`src/rtl/lightgun_pkg.sv`:
```
// Shared types and constants for the dual-port lightgun EXLAT scheduler.
package lightgun_pkg;

  typedef enum logic [2:0] {
    IDLE   = 3'd0,
    ARMED  = 3'd1,
    STROBE = 3'd2,
    WAIT   = 3'd3,
    DONE   = 3'd4
  } lgs_state_t;

  localparam logic PORT1 = 1'b0;
  localparam logic PORT2 = 1'b1;

  localparam int STROBE_CNT_W  = 4;
  localparam int TIMEOUT_CNT_W = 8;

  function automatic logic [TIMEOUT_CNT_W-1:0] sat_inc_to(input logic [TIMEOUT_CNT_W-1:0] v);
    sat_inc_to = (v == 8'hFF) ? v : v + 8'd1;
  endfunction

endpackage

```
`src/rtl/lightgun_edge_det.sv`:
```
// Registered rising-edge detector for one lightgun sensor line, evaluated every CLK.
module lightgun_edge_det (
  input  logic i_clk,
  input  logic i_rst_n,
  input  logic i_sig,
  output logic o_rise
);

  logic r_cur;
  logic r_prev;

  // Two-stage sample: current and previous sensor level.
  always_ff @(posedge i_clk or negedge i_rst_n) begin
    if (!i_rst_n) begin
      r_cur  <= 1'b0;
      r_prev <= 1'b0;
    end else begin
      r_cur  <= i_sig;
      r_prev <= r_cur;
    end
  end

  assign o_rise = r_cur & ~r_prev;

endmodule

```
`src/rtl/lightgun_latch_sched.sv`:
```
// Grants the single VDP2 EXLAT input to one of two lightgun ports per field,
// issues the timed strobe on that port's sensor edge and tracks the latch ack.
module lightgun_latch_sched
  import lightgun_pkg::*;
#(
  parameter int STROBE_LEN  = 4,
  parameter int ACK_TIMEOUT = 64
) (
  input  logic i_clk,
  input  logic i_rst_n,
  input  logic i_ce_pix,
  input  logic i_vde,
  input  logic i_en_p1,
  input  logic i_en_p2,
  input  logic i_sensor_p1,
  input  logic i_sensor_p2,
  input  logic i_latch_ack,
  output logic o_exlat_n,
  output logic o_grant_p2,
  output logic o_latched_p1,
  output logic o_latched_p2,
  output logic o_busy
);

  localparam logic [STROBE_CNT_W-1:0]  STROBE_LAST = STROBE_CNT_W'(STROBE_LEN - 1);
  localparam logic [TIMEOUT_CNT_W-1:0] TIMEOUT_LIM = TIMEOUT_CNT_W'(ACK_TIMEOUT);

  lgs_state_t r_state;
  lgs_state_t w_next;

  logic                     r_vde;
  logic                     r_grant_p2;
  logic                     r_last_grant;
  logic                     r_ack_seen;
  logic [STROBE_CNT_W-1:0]  r_strobe_cnt;
  logic [TIMEOUT_CNT_W-1:0] r_to_cnt;
  logic                     r_exlat_n;
  logic                     r_latched_p1;
  logic                     r_latched_p2;
  logic                     r_busy;

  logic                     w_rise_p1;
  logic                     w_rise_p2;
  logic                     w_rise_grant;
  logic                     w_field_start;
  logic                     w_any_en;
  logic                     w_new_grant;
  logic                     w_ack_any;
  logic                     w_strobe_end;
  logic                     w_timeout;
  logic [TIMEOUT_CNT_W-1:0] w_to_inc;
  logic                     w_exlat_n_d;
  logic                     w_busy_d;
  logic                     w_latched_p1_d;
  logic                     w_latched_p2_d;

  lightgun_edge_det u_edge_p1 (
    .i_clk   (i_clk),
    .i_rst_n (i_rst_n),
    .i_sig   (i_sensor_p1),
    .o_rise  (w_rise_p1)
  );

  lightgun_edge_det u_edge_p2 (
    .i_clk   (i_clk),
    .i_rst_n (i_rst_n),
    .i_sig   (i_sensor_p2),
    .o_rise  (w_rise_p2)
  );

  assign w_field_start = i_ce_pix & i_vde & ~r_vde;
  assign w_any_en      = i_en_p1 | i_en_p2;
  // Dual-port fields alternate; a single enabled port always wins.
  assign w_new_grant   = (i_en_p1 & i_en_p2) ? ~r_last_grant : i_en_p2;
  assign w_rise_grant  = (r_grant_p2 == PORT2) ? w_rise_p2 : w_rise_p1;
  assign w_ack_any     = i_latch_ack | r_ack_seen;
  assign w_strobe_end  = i_ce_pix & (r_strobe_cnt == STROBE_LAST);
  assign w_to_inc      = sat_inc_to(r_to_cnt);
  assign w_timeout     = i_ce_pix & (w_to_inc >= TIMEOUT_LIM);

  // State register.
  always_ff @(posedge i_clk or negedge i_rst_n) begin
    if (!i_rst_n) r_state <= IDLE;
    else          r_state <= w_next;
  end

  // Next-state logic; a field start overrides every state.
  always_comb begin
    w_next = r_state;
    if (w_field_start) begin
      w_next = w_any_en ? ARMED : IDLE;
    end else begin
      case (r_state)
        IDLE:    w_next = IDLE;
        ARMED:   w_next = w_rise_grant ? STROBE : ARMED;
        STROBE:  w_next = w_strobe_end ? WAIT : STROBE;
        WAIT:    w_next = (w_ack_any || w_timeout) ? DONE : WAIT;
        DONE:    w_next = DONE;
        default: w_next = IDLE;
      endcase
    end
  end

  // Next values of the registered outputs.
  always_comb begin
    w_exlat_n_d    = (w_next != STROBE);
    w_busy_d       = (w_next == ARMED) || (w_next == STROBE) || (w_next == WAIT);
    w_latched_p1_d = r_latched_p1;
    w_latched_p2_d = r_latched_p2;
    if (w_field_start) begin
      w_latched_p1_d = 1'b0;
      w_latched_p2_d = 1'b0;
    end else if ((r_state == WAIT) && w_ack_any) begin
      if (r_grant_p2 == PORT2) w_latched_p2_d = 1'b1;
      else                     w_latched_p1_d = 1'b1;
    end else begin
      w_latched_p1_d = r_latched_p1;
      w_latched_p2_d = r_latched_p2;
    end
  end

  // Registered outputs, field detect, grant and per-state counters.
  always_ff @(posedge i_clk or negedge i_rst_n) begin
    if (!i_rst_n) begin
      r_exlat_n    <= 1'b1;
      r_busy       <= 1'b0;
      r_latched_p1 <= 1'b0;
      r_latched_p2 <= 1'b0;
      r_vde        <= 1'b0;
      r_grant_p2   <= PORT1;
      r_last_grant <= PORT2;
      r_ack_seen   <= 1'b0;
      r_strobe_cnt <= 4'd0;
      r_to_cnt     <= 8'd0;
    end else begin
      r_exlat_n    <= w_exlat_n_d;
      r_busy       <= w_busy_d;
      r_latched_p1 <= w_latched_p1_d;
      r_latched_p2 <= w_latched_p2_d;
      if (i_ce_pix) r_vde <= i_vde;
      if (w_field_start && w_any_en) begin
        r_grant_p2   <= w_new_grant;
        r_last_grant <= w_new_grant;
      end
      // An ack arriving mid-strobe is held until WAIT can consume it.
      r_ack_seen <= (r_state == STROBE) ? (r_ack_seen | i_latch_ack) : 1'b0;
      if (r_state != STROBE) r_strobe_cnt <= 4'd0;
      else if (i_ce_pix)     r_strobe_cnt <= r_strobe_cnt + 4'd1;
      if (r_state != WAIT)   r_to_cnt <= 8'd0;
      else if (i_ce_pix)     r_to_cnt <= w_to_inc;
    end
  end

  assign o_exlat_n    = r_exlat_n;
  assign o_grant_p2   = r_grant_p2;
  assign o_latched_p1 = r_latched_p1;
  assign o_latched_p2 = r_latched_p2;
  assign o_busy       = r_busy;

endmodule

```
`config.mk`:
```
export PLATFORM = sky130hd
export DESIGN_NAME = lightgun_latch_sched
export DESIGN_NICKNAME = d
export VERILOG_FILES = /design/src/rtl/lightgun_pkg.sv /design/src/rtl/lightgun_edge_det.sv /design/src/rtl/lightgun_latch_sched.sv
export SDC_FILE = /design/constraint.sdc
export NUM_CORES = 1
export LEC_CHECK = 0
export CORE_AREA = 2 2 70 72
export DETAILED_ROUTE_END_ITERATION = 16
export DIE_AREA = 0 0 72 74
export PLACE_DENSITY = 0.47
export SLEW_MARGIN = 10
export SYNTH_ARGS = -nofsm -noshare
export SYNTH_HDL_FRONTEND = slang
export SYNTH_SLANG_ARGS = --single-unit
```
`constraint.sdc`:
```
create_clock -name i_clk -period 3.49 [get_ports i_clk]
set_input_delay 0.698 -clock i_clk [delete_from_list [all_inputs] [get_ports i_clk]]
set_output_delay 0.698 -clock i_clk [all_outputs]
set_load 0.01 [all_outputs]
```
After elaboration in Yosys (flattened, before gate mapping)
Cells that the tools add are included.

cells by class
  equal/unequal tests = 13
  reduce and logical (&&, ||, !) cells = 11
  add/subtract/negate cells = 2
  mux-type cells = 20
  bitwise operators = 13
  order comparisons = 1

operator list
  cell                                                                number
  2-to-1 mux 8 bit                                                    3
  equality test 3 x 2 -> 1 bit (second input constant)                4
  case mux 3 bit (4 select lines)                                     1
  2-to-1 mux 1 bit                                                    11
  != test 3 x 2 -> 1 bit (second input constant)                      3
  adder 8 x 1 -> 8 bit (second input constant)                        1
  equality test 8 bit (second input constant)                         1
  greater-or-equal comparator 8 x 7 -> 1 bit (second input constant)  1
  2-to-1 mux 4 bit                                                    2
  nonzero test 2 bit                                                  4
  bitwise AND 1 bit                                                   7
  equality test 3 x 1 -> 1 bit (second input constant)                2
  2-to-1 mux 3 bit                                                    2
  adder 4 x 1 -> 4 bit (second input constant)                        1
  equality test 4 x 2 -> 1 bit (second input constant)                1
  NOT 1 bit                                                           4
  AND reduction 2 bit                                                 2
  equality test 3 bit (second input constant)                         1
  logical OR 1 bit                                                    3
  logical AND 1 bit                                                   2
  2-to-1 mux 2 bit                                                    1
  != test 2 x 1 -> 1 bit (second input constant)                      1
  bitwise OR 1 bit                                                    2

storage, ports and cells
  register bits after elaboration = 27
  output and inout bits = 5
  bits of input ports = 9

Longest topological paths before layout
  depth after elaboration = 11
  depth in mapped cells = 5
  depth with buffers taken out = 5

By module
From an unflattened synthesis, not the netlist that was laid out.

unflattened totals
  cells, all modules = 122
  area, all modules = 1292.5 um^2

modules (own cells, without submodules)
  module                area an instance (um^2)  times used  cells each
  lightgun_latch_sched  1164.9                   1           116
  lightgun_edge_det     63.8                     2           3

Least setup slack after synthesis
No wires, ideal clock.

  kind = input-to-reg
  from = input port i_ce_pix
  to = register r_state[0]
  cell stages on the path = 5
  path buffers = 1
  data arrival time = 1.490 ns
  required time = 3.389 ns
  path slack = 1.899 ns
  cell sequence = and3b_1 buf_2 nor3_1 o21ai_0 o311ai_2

on the way
  cells in the longest elaborated chain, start to end = 5

ends and longest elaborated chain
  item                             line                        RTL
  start, declared                  lightgun_latch_sched.sv:11  input logic i_ce_pix,
  bitwise AND 1 bit                lightgun_latch_sched.sv:79  assign w_timeout = i_ce_pix & (w_to_inc >= TIMEOUT_LIM);
  logical OR 1 bit                 lightgun_latch_sched.sv:97  WAIT: w_next = (w_ack_any || w_timeout) ? DONE : WAIT;
  2-to-1 mux 3 bit                 lightgun_latch_sched.sv:97
  case mux 3 bit (4 select lines)  lightgun_latch_sched.sv:93  case (r_state)
  2-to-1 mux 3 bit (*)             lightgun_latch_sched.sv:90  if (w_field_start) begin
  via w_next[0]                    lightgun_latch_sched.sv:29  lgs_state_t w_next;
  end signal, assigned             lightgun_latch_sched.sv:84  else r_state <= w_next;
  end, declared                    lightgun_latch_sched.sv:28  lgs_state_t r_state;

Mark *: on every way through the listed nets, which the timed path passes. The rest lies on a longest branch.
A chain may end at the register's enable or synchronous reset.

Worst setup path after layout
Same ends and word-level chain as after synthesis.

==> flow_summary.toml <==
[global_route]
grt_max_degree = 28
grt_pass1_vias = 941
grt_overflow = 0
antenna_found_initial = 0
grtUsageTotal = 0.109
grt_pass1_wl_um = 4490

[die]
start_util = 0.285
rows = 25
dieHeight_um = 74
ios = 14
core_area_mm2 = 0.00460
die_area_mm2 = 0.00533
die_width_um = 72

[clock_tree]
post_cts_resized = 0
clock_latency_ns = 0.27
cts_buffers = 3
cts_buffer_depth = 2
cts.clk_slew.worst_paths_ns = 0.09
h-tree-depth = 1
cts-root-buf = "clkbuf_8"
cts_hold_buf = 0
post_cts_buffers = 0
tritoncts = "built"
clock_sinks = 27

[synthesis]
async_reset_ff_frac = 1.00
synth-edff-count = 0
yosysTopAreaCell = "dfrtp_1"
netlist_top_cells_area = "dfrtp_1 (48%), nor2_1 (5.2%), dfstp_2 (4.0%)"
synth_nets = 130
netlist_area_mm2 = 0.00131
synth_ff_type = "dfrtp_1"
yosysWarnings = 0
netlist.area_leader.share = 0.478
netlist_instances = 119
seq_area_frac_synth = 0.518
ys_seq_elements = 27
synth.avg_cell_area_um2 = 11.0
synth.most_common_cell = "dfrtp_1"
ys_top_cells_by_count = "dfrtp_1 (25), nor2_1 (18), nand2_1 (6), xor2_1 (6), o21ai_0 (5)"
ys_types = 42

[sta]
grt_setup_unrepaired = "no"
period_share = 0.651
max-slew-margin-rel = 0.638
worstMarginPinSlew_ns = 0.541
setup_viol = 0
max_freq_mhz = 440
fin_skew_ns = 0.00422
layout_min_cycle_time_ns = 2.27
setup_tns_ns = 0
final_max_slew_viol_count = 0
hold_viol = 0

[detailed_routing]
drc = 0
wire_per_inst_um = 13.5
wl_um = 2540
first_pass_iters = 4
ant_nets = 0
vias = 931
detail_route.iter0.violations = 33
vias_per_cell = 4.95

[critical_path]
path_cells = "clkdlybuf4s50_1 > and3b_1 > nor3_1 > o21ai_0 > o311ai_2"
critPathMaxStageDelay_ns = 0.68
startpoint = "i_ce_pix"
arrival_ns = 2.44
slowest_stage = "clkdlybuf4s50_1"
r2r_slack_ns = 1.80
crit_type = "input pin to flop"
start_kind = "input pin"
cp-end-kind = "flop"
cp_max_fo = 14
r2r-start = "r_to_cnt[0]"
reg2reg_depth = 5
required_ns = 3.66

[worst_hold_path]
hold_depth = 0
hp-class = "flop to flop"
min_from = "u_edge_p1.r_cur"

[finish]
top_register = "r_to_cnt"
fillers = 475
area_growth_pct = 18.2
final_area_mm2 = 0.00155
largest_register_ffs = 8
finalNetCount = 146
reg.largest.list = "r_to_cnt: 8 flops, r_strobe_cnt: 4 flops, r_state: 3 flops"
final_layout_size_suffix_gt1_frac = 0.134
antenna_cells = 0

[job]
drv_cap = 0

[placed_design]
place_congestion = 0.721
place_area_mm2 = 0.00150
dp.final_hpwl_um = 1830
numPortBuffers = 13

[outcome]
status = "finished clean"

[power]
peakVddDrop_v = 0.000167
powerDensity_mw_per_mm2 = 521
p_leak_uw = 0.000648
==> report_power, final <==
part	total, uW	leakage [uW]	switching (uW)	internal (uW)
logic	215	0.000273	105	110
clock network	178	0.0000255	98.3	80.0
registers	412	0.000350	42.8	370
total	806	0.000648	246	560
==> layout by cell type (no fill, tap or decap), drive strengths merged, types with 2 or more instances in the layout <==
| cell type | count |
|---|---|
| nand3 | 3 |
| a21oi | 2 |
| dfstp | 2 |
| nand4 | 3 |
| nor3 | 4 |
| o21ai | 6 |
| nand2b | 2 |
| o311ai | 2 |
| o211ai | 3 |
| dfrtp | 25 |
| nor4 | 2 |
| nand2 | 6 |
| inv | 3 |
| o2111ai | 2 |
| ha | 2 |
| nor2 | 18 |
| and4 | 2 |
| clkbuf | 3 |
| clkdlybuf4s50 | 13 |
| xor2 | 6 |
| xnor2 | 2 |
| a211oi | 2 |
| a31oi | 2 |
| and3b | 2 |
| mux2i | 3 |
==> worst paths after layout <==
path	to
setup reg to reg	r_state[0]
setup / recovery	r_state[0]
hold reg to reg	u_edge_p1.r_prev
hold / removal	u_edge_p1.r_prev
min in group asynchronous	r_to_cnt[4]
max in group asynchronous	r_last_grant
==> routing by layer <==
layer  vias to the layer above  global-route usage  part of all wire
met5                         -                   0                 0
met4                         0              0.0440            0.0087
met3                         2              0.0203             0.022
met2                         9               0.185              0.49
met1                       460               0.139              0.48
li1                        460                   -                 -
==> stage by stage <==
stage           util  setup WS [ns]  total power (uW)  std cells  hold WS, ns
2_1_floorplan      -           1.90               541        119        0.346
3_3_place_gp   0.326          0.994               634        184        0.356
3_5_place_dp   0.326          0.947               635        184        0.365
4_1_cts        0.336           1.23               824        188        0.388
5_1_grt        0.336           1.01               867        188        0.392
6_report       0.336           1.22               806        188        0.382
==> cells by family after synthesis <==
group	Yosys count	share of synthesized area
muxes	4	0.0315
AOI/OAI and AO/OA	22	0.136
xor gates and xnor gates	8	0.0535
buffers and inverters	6	0.0191
DFF	27	0.518
adders and majority gates	2	0.0191
and+or+nand+nor	50	0.223
==> worst max-delay path, delay by kind of cell <==
kind	cells	cell delay [ns]
AOI/OAI and AO/OA	2	0.27
buffers and inverters	1	0.68
and+or+nand+nor	2	0.79
==> area by class of cell <==
cell class	instances	area (um^2)	area share
sequential	27	678	0.439
timing repair buffer	14	138	0.0890
multi-input combinational	86	606	0.392
tap	54	67.6	0.0437
clock buffer	3	41.3	0.0267
inverter	3	11.3	0.00728
clock inverter	1	5.00	0.00324
No activity file was read; power rests on OpenSTA's default activity.
